$ cat src/rtl/lc3_ctrl_pkg.sv
// Shared constants and state encoding for the LC-3 operate-instruction controller.
package lc3_ctrl_pkg;

   localparam logic [3:0] OP_ADD = 4'b0001;
   localparam logic [3:0] OP_AND = 4'b0101;
   localparam logic [3:0] OP_NOT = 4'b1001;

   localparam logic [1:0] ALUK_ADD  = 2'b00;
   localparam logic [1:0] ALUK_AND  = 2'b01;
   localparam logic [1:0] ALUK_NOT  = 2'b10;
   localparam logic [1:0] ALUK_PASS = 2'b11;

   typedef enum logic [2:0] {
      ST_IDLE   = 3'd0,
      ST_DECODE = 3'd1,
      ST_REQ    = 3'd2,
      ST_EXEC   = 3'd3,
      ST_DONE   = 3'd4
   } state_t;

endpackage

$ cat src/rtl/alu_op_controller_op_decode.sv
// Combinational field extraction and legality check for ADD/AND/NOT encodings.
module op_decode
   import lc3_ctrl_pkg::*;
(
   input  logic [15:0] i_instr,
   output logic [2:0]  o_sr1,
   output logic [2:0]  o_sr2,
   output logic [2:0]  o_dr,
   output logic        o_sr2mux_sel,
   output logic [15:0] o_imm5_sext,
   output logic [1:0]  o_aluk,
   output logic        o_legal
);

   always_comb begin
      o_sr1        = i_instr[8:6];
      o_sr2        = i_instr[2:0];
      o_dr         = i_instr[11:9];
      o_sr2mux_sel = i_instr[5];
      o_imm5_sext  = {{11{i_instr[4]}}, i_instr[4:0]};
      o_aluk       = ALUK_ADD;
      o_legal      = 1'b0;
      // Register-mode ADD/AND must keep bits [4:3] clear; illegal words never select PASS.
      case (i_instr[15:12])
         OP_ADD: begin
            o_aluk  = ALUK_ADD;
            o_legal = i_instr[5] | (i_instr[4:3] == 2'b00);
         end
         OP_AND: begin
            o_aluk  = ALUK_AND;
            o_legal = i_instr[5] | (i_instr[4:3] == 2'b00);
         end
         OP_NOT: begin
            o_aluk  = ALUK_NOT;
            o_legal = (i_instr[5:0] == 6'b111111);
         end
         default: begin
            o_aluk  = ALUK_ADD;
            o_legal = 1'b0;
         end
      endcase
   end

endmodule

$ cat src/rtl/alu_op_controller.sv
// Multi-cycle sequencer for LC-3 ADD/AND/NOT: accept, decode, request bus, execute, retire.
module alu_op_controller
   import lc3_ctrl_pkg::*;
#(
   parameter int GNT_TIMEOUT = 15,
   parameter int CNT_W       = 4
) (
   input  logic        clk,
   input  logic        rst,
   input  logic        instr_valid,
   output logic        instr_ready,
   input  logic [15:0] instr,
   output logic        bus_req,
   input  logic        bus_gnt,
   output logic [2:0]  sr1,
   output logic [2:0]  sr2,
   output logic [2:0]  dr,
   output logic        sr2mux_sel,
   output logic [15:0] imm5_sext,
   output logic [1:0]  aluk,
   output logic        gate_alu,
   output logic        ld_reg,
   output logic        ld_cc,
   output logic        done,
   output logic        illegal,
   output logic        timeout,
   output logic        busy
);

   localparam logic [CNT_W-1:0] TMO     = CNT_W'(GNT_TIMEOUT);
   localparam logic [CNT_W-1:0] CNT_ONE = CNT_W'(1);

   logic [2:0]       w_sr1, w_sr2, w_dr;
   logic             w_sel, w_legal;
   logic [15:0]      w_imm;
   logic [1:0]       w_aluk;
   logic [CNT_W-1:0] w_cnt_nxt;

   state_t           r_state;
   logic [CNT_W-1:0] r_cnt;
   logic             r_legal;

   op_decode u_dec (
      .i_instr      (instr),
      .o_sr1        (w_sr1),
      .o_sr2        (w_sr2),
      .o_dr         (w_dr),
      .o_sr2mux_sel (w_sel),
      .o_imm5_sext  (w_imm),
      .o_aluk       (w_aluk),
      .o_legal      (w_legal)
   );

   assign w_cnt_nxt = r_cnt + CNT_ONE;

   // Outputs are driven as next-state values so each one is visible during the state it belongs to.
   always_ff @(posedge clk) begin
      if (rst) begin
         r_state     <= ST_IDLE;
         r_cnt       <= '0;
         r_legal     <= 1'b0;
         instr_ready <= 1'b1;
         bus_req     <= 1'b0;
         sr1         <= 3'd0;
         sr2         <= 3'd0;
         dr          <= 3'd0;
         sr2mux_sel  <= 1'b0;
         imm5_sext   <= 16'd0;
         aluk        <= ALUK_ADD;
         gate_alu    <= 1'b0;
         ld_reg      <= 1'b0;
         ld_cc       <= 1'b0;
         done        <= 1'b0;
         illegal     <= 1'b0;
         timeout     <= 1'b0;
         busy        <= 1'b0;
      end else begin
         done    <= 1'b0;
         illegal <= 1'b0;
         timeout <= 1'b0;
         case (r_state)
            ST_IDLE: begin
               if (instr_valid) begin
                  sr1         <= w_sr1;
                  sr2         <= w_sr2;
                  dr          <= w_dr;
                  sr2mux_sel  <= w_sel;
                  imm5_sext   <= w_imm;
                  aluk        <= w_aluk;
                  r_legal     <= w_legal;
                  illegal     <= ~w_legal;
                  instr_ready <= 1'b0;
                  busy        <= 1'b1;
                  r_state     <= ST_DECODE;
               end else begin
                  r_state <= ST_IDLE;
               end
            end
            ST_DECODE: begin
               if (r_legal) begin
                  bus_req <= 1'b1;
                  r_state <= ST_REQ;
               end else begin
                  instr_ready <= 1'b1;
                  busy        <= 1'b0;
                  r_state     <= ST_IDLE;
               end
            end
            ST_REQ: begin
               if (bus_gnt) begin
                  gate_alu <= 1'b1;
                  ld_reg   <= 1'b1;
                  ld_cc    <= 1'b1;
                  r_cnt    <= '0;
                  r_state  <= ST_EXEC;
               end else if ((GNT_TIMEOUT != 0) && (w_cnt_nxt == TMO)) begin
                  timeout     <= 1'b1;
                  bus_req     <= 1'b0;
                  instr_ready <= 1'b1;
                  busy        <= 1'b0;
                  r_cnt       <= '0;
                  r_state     <= ST_IDLE;
               end else begin
                  r_cnt <= w_cnt_nxt;
               end
            end
            ST_EXEC: begin
               gate_alu <= 1'b0;
               ld_reg   <= 1'b0;
               ld_cc    <= 1'b0;
               bus_req  <= 1'b0;
               done     <= 1'b1;
               r_state  <= ST_DONE;
            end
            ST_DONE: begin
               instr_ready <= 1'b1;
               busy        <= 1'b0;
               r_state     <= ST_IDLE;
            end
            default: begin
               gate_alu    <= 1'b0;
               ld_reg      <= 1'b0;
               ld_cc       <= 1'b0;
               bus_req     <= 1'b0;
               instr_ready <= 1'b1;
               busy        <= 1'b0;
               r_cnt       <= '0;
               r_state     <= ST_IDLE;
            end
         endcase
      end
   end

endmodule
$ cat config.mk
export PLATFORM = sky130hd
export DESIGN_NAME = alu_op_controller
export DESIGN_NICKNAME = d
export VERILOG_FILES = /design/src/rtl/lc3_ctrl_pkg.sv /design/src/rtl/alu_op_controller_op_decode.sv /design/src/rtl/alu_op_controller.sv
export SDC_FILE = /design/constraint.sdc
export NUM_CORES = 1
export LEC_CHECK = 0
export CORE_UTILIZATION = 37
export DETAILED_ROUTE_END_ITERATION = 8
export PLACE_DENSITY = 0.67
export SETUP_SLACK_MARGIN = 0.5
export SLEW_MARGIN = 10
export SYNTH_ARGS = -nofsm -noshare
export SYNTH_HDL_FRONTEND = slang
export SYNTH_SLANG_ARGS = --single-unit
$ cat constraint.sdc
create_clock -name clk -period 2.6 [get_ports clk]
set_input_delay 0.39 -clock clk [delete_from_list [all_inputs] [get_ports clk]]
set_output_delay 0.39 -clock clk [all_outputs]
set_load 0.05 [all_outputs]
==> report_table.html <==
<table>
<tr><th>Metric</th><th>Value</th></tr>
<tr><th colspan="2">Setup path</th></tr>
<tr><td>Worst Path Max Fanout</td><td>3</td></tr>
<tr><td>Worst path cell trace</td><td>clkdlybuf4s50_1</td></tr>
<tr><td>Slowest library cell on the worst path</td><td>clkdlybuf4s50_1</td></tr>
<tr><td>R2R cell count</td><td>4</td></tr>
<tr><td>Largest delay share family, worst path</td><td>buffers and inverters</td></tr>
<tr><td>Crit path kind</td><td>flip-flop to output port</td></tr>
<tr><td>Worst Setup End Kind</td><td>output port</td></tr>
<tr><td>Combined buffer and inverter count along the critical path</td><td>1</td></tr>
<tr><td>Startpoint types</td><td>flip-flop</td></tr>
<tr><td>Worst path required time</td><td>roughly 2200 ps</td></tr>
<tr><td>Cell count along the critical path</td><td>1</td></tr>
<tr><td>Slowest cell delay on critical path</td><td>820 ps</td></tr>
<tr><td>Worst endpoint data arrival time</td><td>1460 ps</td></tr>
<tr><th colspan="2">Floorplanning</th></tr>
<tr><td>Standard cell core area</td><td>roughly 0.0037 mm^2</td></tr>
<tr><td>Row count</td><td>22</td></tr>
<tr><td>Effective utilization at floorplan</td><td>roughly two fifths</td></tr>
<tr><td>Total Die Area</td><td>between 0.004 and 0.005 mm^2</td></tr>
<tr><td>I/O pin count</td><td>57</td></tr>
<tr><td>Chip width</td><td>approximately 64 um</td></tr>
<tr><td>Die Ht</td><td>64.01 um</td></tr>
<tr><th colspan="2">Yosys</th></tr>
<tr><td>Number of warnings issued by yosys</td><td>0</td></tr>
<tr><td>Synth Cell Area</td><td>0.001423 mm^2</td></tr>
<tr><td>Post-synthesis sequential element count</td><td>29</td></tr>
<tr><td>Most common cell in the netlist</td><td>nand2_1</td></tr>
<tr><td>Cell types with the highest counts after synthesis</td><td>33 x nand2_1, 29 x dfxtp_1, 20 x a21oi_1</td></tr>
<tr><td>Average footprint of a synthesized cell</td><td>~8.3 um^2</td></tr>
<tr><td>Synthesized Nets</td><td>193</td></tr>
<tr><td>Count of flip-flops with a built-in enable after synthesis</td><td>0</td></tr>
<tr><td>Biggest area contributors in the synthesized netlist</td><td>dfxtp_1 41%, buf_4 9.0%, nand2_1 8.7%</td></tr>
<tr><td>Cell count after synthesis</td><td>171</td></tr>
<tr><td>Post-synthesis async set-or-reset flop share</td><td>0%</td></tr>
<tr><td>Most used flip-flop cell after synthesis</td><td>dfxtp_1</td></tr>
<tr><td>Proportion of synthesized chip area in sequential cells</td><td>between 40% and 50%</td></tr>
<tr><td>Cell accounting for the most synthesized area</td><td>dfxtp_1</td></tr>
<tr><td>Synth top area share</td><td>40.81%</td></tr>
<tr><td>Number of different library cells in the post-synthesis netlist</td><td>40</td></tr>
<tr><th colspan="2">Timing</th></tr>
<tr><td>Final count of hold timing violations</td><td>0</td></tr>
<tr><td>Relative slew slack</td><td>approximately 57%</td></tr>
<tr><td>Period utilisation layout</td><td>between 70% and 80%</td></tr>
<tr><td>Setup repair after global routing missed its margin</td><td>no</td></tr>
<tr><td>Maximum clock frequency</td><td>about 540 MHz</td></tr>
<tr><td>Max Slew Vio Count</td><td>0</td></tr>
<tr><td>Final critical-path required period</td><td>around 1900 ps</td></tr>
<tr><td>Clk_skew</td><td>2.824 ps</td></tr>
<tr><td>Final total negative setup slack</td><td>0 ps</td></tr>
<tr><td>Least-Margin Pin Slew</td><td>642.8 ps</td></tr>
<tr><td>Count of final setup violators</td><td>0</td></tr>
<tr><th colspan="2">Finish</th></tr>
<tr><td>Fraction of final layout cells sized beyond drive strength 1</td><td>about 7.1%</td></tr>
<tr><td>Total inserted antenna cells</td><td>0</td></tr>
<tr><td>Count of nets after finishing</td><td>roughly 230</td></tr>
<tr><td>Area Overhead vs Synth</td><td>40.28%</td></tr>
<tr><th colspan="2">Drt</th></tr>
<tr><td>Total routed wirelength</td><td>roughly 3300 um</td></tr>
<tr><td>Vias/cell</td><td>between 5 and 6</td></tr>
<tr><td>Wire length per cell after detailed routing</td><td>roughly 13 um</td></tr>
<tr><td>Detailed-routing iteration count for the pre-antenna-repair pass</td><td>4</td></tr>
<tr><td>First-iteration detailed-routing DRC count</td><td>67</td></tr>
<tr><td>Detailed-route via count</td><td>between 1,000 and 1,500</td></tr>
<tr><td>DRC</td><td>0</td></tr>
<tr><td>Antenna-violating nets left</td><td>0</td></tr>
<tr><th colspan="2">Clock tree</th></tr>
<tr><td>Clock tree from TritonCTS</td><td>yes</td></tr>
<tr><td>Number of setup buffers added after CTS</td><td>0</td></tr>
<tr><td>Clock tree buffer depth</td><td>2</td></tr>
<tr><td>Number of clock sinks</td><td>29</td></tr>
<tr><td>Clock Latency Late Sink</td><td>280 ps</td></tr>
<tr><td>Hold-fix buffers at CTS</td><td>0</td></tr>
<tr><td>Clock root buffer</td><td>clkbuf_8</td></tr>
<tr><td>Clk pin slew, worst setup/hold paths</td><td>60 ps</td></tr>
<tr><td>Num CTS Buffers</td><td>5</td></tr>
<tr><td>H-tree levels</td><td>2</td></tr>
<tr><th colspan="2">Global route</th></tr>
<tr><td>First-pass GRT wire length</td><td>between 5000 and 6000 um</td></tr>
<tr><td>Largest net degree at the start of global routing</td><td>27</td></tr>
<tr><td>Number of global-route vias before repair</td><td>roughly 1,200</td></tr>
<tr><td>Gr usage total</td><td>roughly 17%</td></tr>
<tr><td>Number of antenna violations at the first check in global routing</td><td>0</td></tr>
<tr><td>Remaining global-route overflow</td><td>0</td></tr>
<tr><th colspan="2">Power</th></tr>
<tr><td>Maximum resistive drop on vdd</td><td>about 250 uV</td></tr>
<tr><td>Power after layout</td><td>around 1.1 mW</td></tr>
<tr><td>Lkg Pwr</td><td>between 0.9 and 1 nW</td></tr>
<tr><td>Power density over the cells</td><td>roughly 550 mW/mm^2</td></tr>
<tr><th colspan="2">Run status</th></tr>
<tr><td>Outcome</td><td>completed</td></tr>
<tr><th colspan="2">Place</th></tr>
<tr><td>Last weighted congestion value of the routability-driven placer</td><td>~0.81</td></tr>
<tr><td>Number of buffers inserted by port buffering</td><td>56</td></tr>
<tr><td>Post-DP HPWL</td><td>2321 um</td></tr>
<tr><th colspan="2">Hold path</th></tr>
<tr><td>Worst Hold Class</td><td>flip-flop to flip-flop</td></tr>
<tr><td>Cell count of the worst hold path</td><td>2</td></tr>
<tr><th colspan="2">Flow run</th></tr>
<tr><td>Max-cap violation count</td><td>0</td></tr>
</table>
[cell families after synthesis]
| group | share of synthesized area (%) |
|---|---|
| AO/OA/AOI/OAI | 20.41 |
| adder cells (fa/ha/maj) | 1.759 |
| buffers and inverters | 12.75 |
| flip-flops | 40.81 |
| multiplexers | 0.7036 |
| AND/OR/NAND/NOR | 23.57 |
[what timing repair did]
action                                  CTS  global route
gates resized for setup                   2            10
endpoints found under the setup margin   10            10
hold endpoints to repair                  0             0
[sequential cells by signal, indices dropped and copies added (netlist names), 2 cells and up]
signal,cells
r_cnt,4
dr,3
imm5_sext,3
r_state,3
sr1,3
aluk,2
sr2,2
[worst paths after layout]
check                     startpoint                  end  slack (ps)
min              sr1[0]$_SDFFE_PP0P_  sr1[0]$_SDFFE_PP0P_         450
max              sr2[0]$_SDFFE_PP0P_         imm5_sext[0]         750
max reg2reg  r_state[0]$_SDFFE_PP0P_   illegal$_SDFF_PP0_         850
min reg2reg      sr1[0]$_SDFFE_PP0P_  sr1[0]$_SDFFE_PP0P_         450
[per-layer routing]
metal  track usage, %  up-vias  wire length [um]
li1                 -      651                 -
met1            19.76      616              1494
met2            27.53       42              1585
met3            5.000        9               186
met4            9.943        0                72
met5                0        -                 0
[stage by stage]
stage / area [um^2] / utilization [%] / std cells / hold WS, ps / setup slack [ps]
final: 1996 / 54.51 / 259 / 452.6 / 747.7
after global placement: 1899 / 51.88 / 253 / 449.9 / 662.5
after global routing: 1996 / 54.51 / 259 / 473.8 / 696.8
after detailed placement: 1899 / 51.88 / 253 / 447.8 / 620.8
after floorplan: 1423 / - / 171 / 484.5 / 1106
after CTS: 1971 / 53.83 / 259 / 456.1 / 500.1
[layout make-up]
cell class / count / area, um^2
inverter: 6 / 22.52
tap: 48 / 60.06
timing repair buffer: 58 / 598.1
multi-input combinational: 112 / 660.6
clock buffer: 5 / 68.82
sequential: 29 / 580.6
clock inverter: 1 / 5.005
fill: 339 / 1665
[layout by cell type (no fill, tap or decap), types with 2 or more instances in the layout]
master / instances
nand3_1: 4
dlygate4sd2_1: 2
dlymetal6s2s_1: 10
nand2_1: 33
nand2b_1: 3
o21ai_0: 3
inv_1: 5
buf_4: 2
o21ai_1: 2
clkbuf_8: 5
nor3_1: 3
nor2b_1: 4
clkdlybuf4s50_1: 44
and3_1: 2
ha_1: 2
a21oi_1: 20
a31oi_1: 4
dfxtp_1: 29
nor2_1: 8
nand4b_1: 3
[report_power, final]
group          leakage (nW)  switching, mW  internal (mW)  total (mW)
registers             0.237         0.0197          0.467       0.486
clock network        0.0399          0.160          0.175       0.335
logic                 0.647          0.179          0.103       0.282
Power figures use the tool's default switching activity.
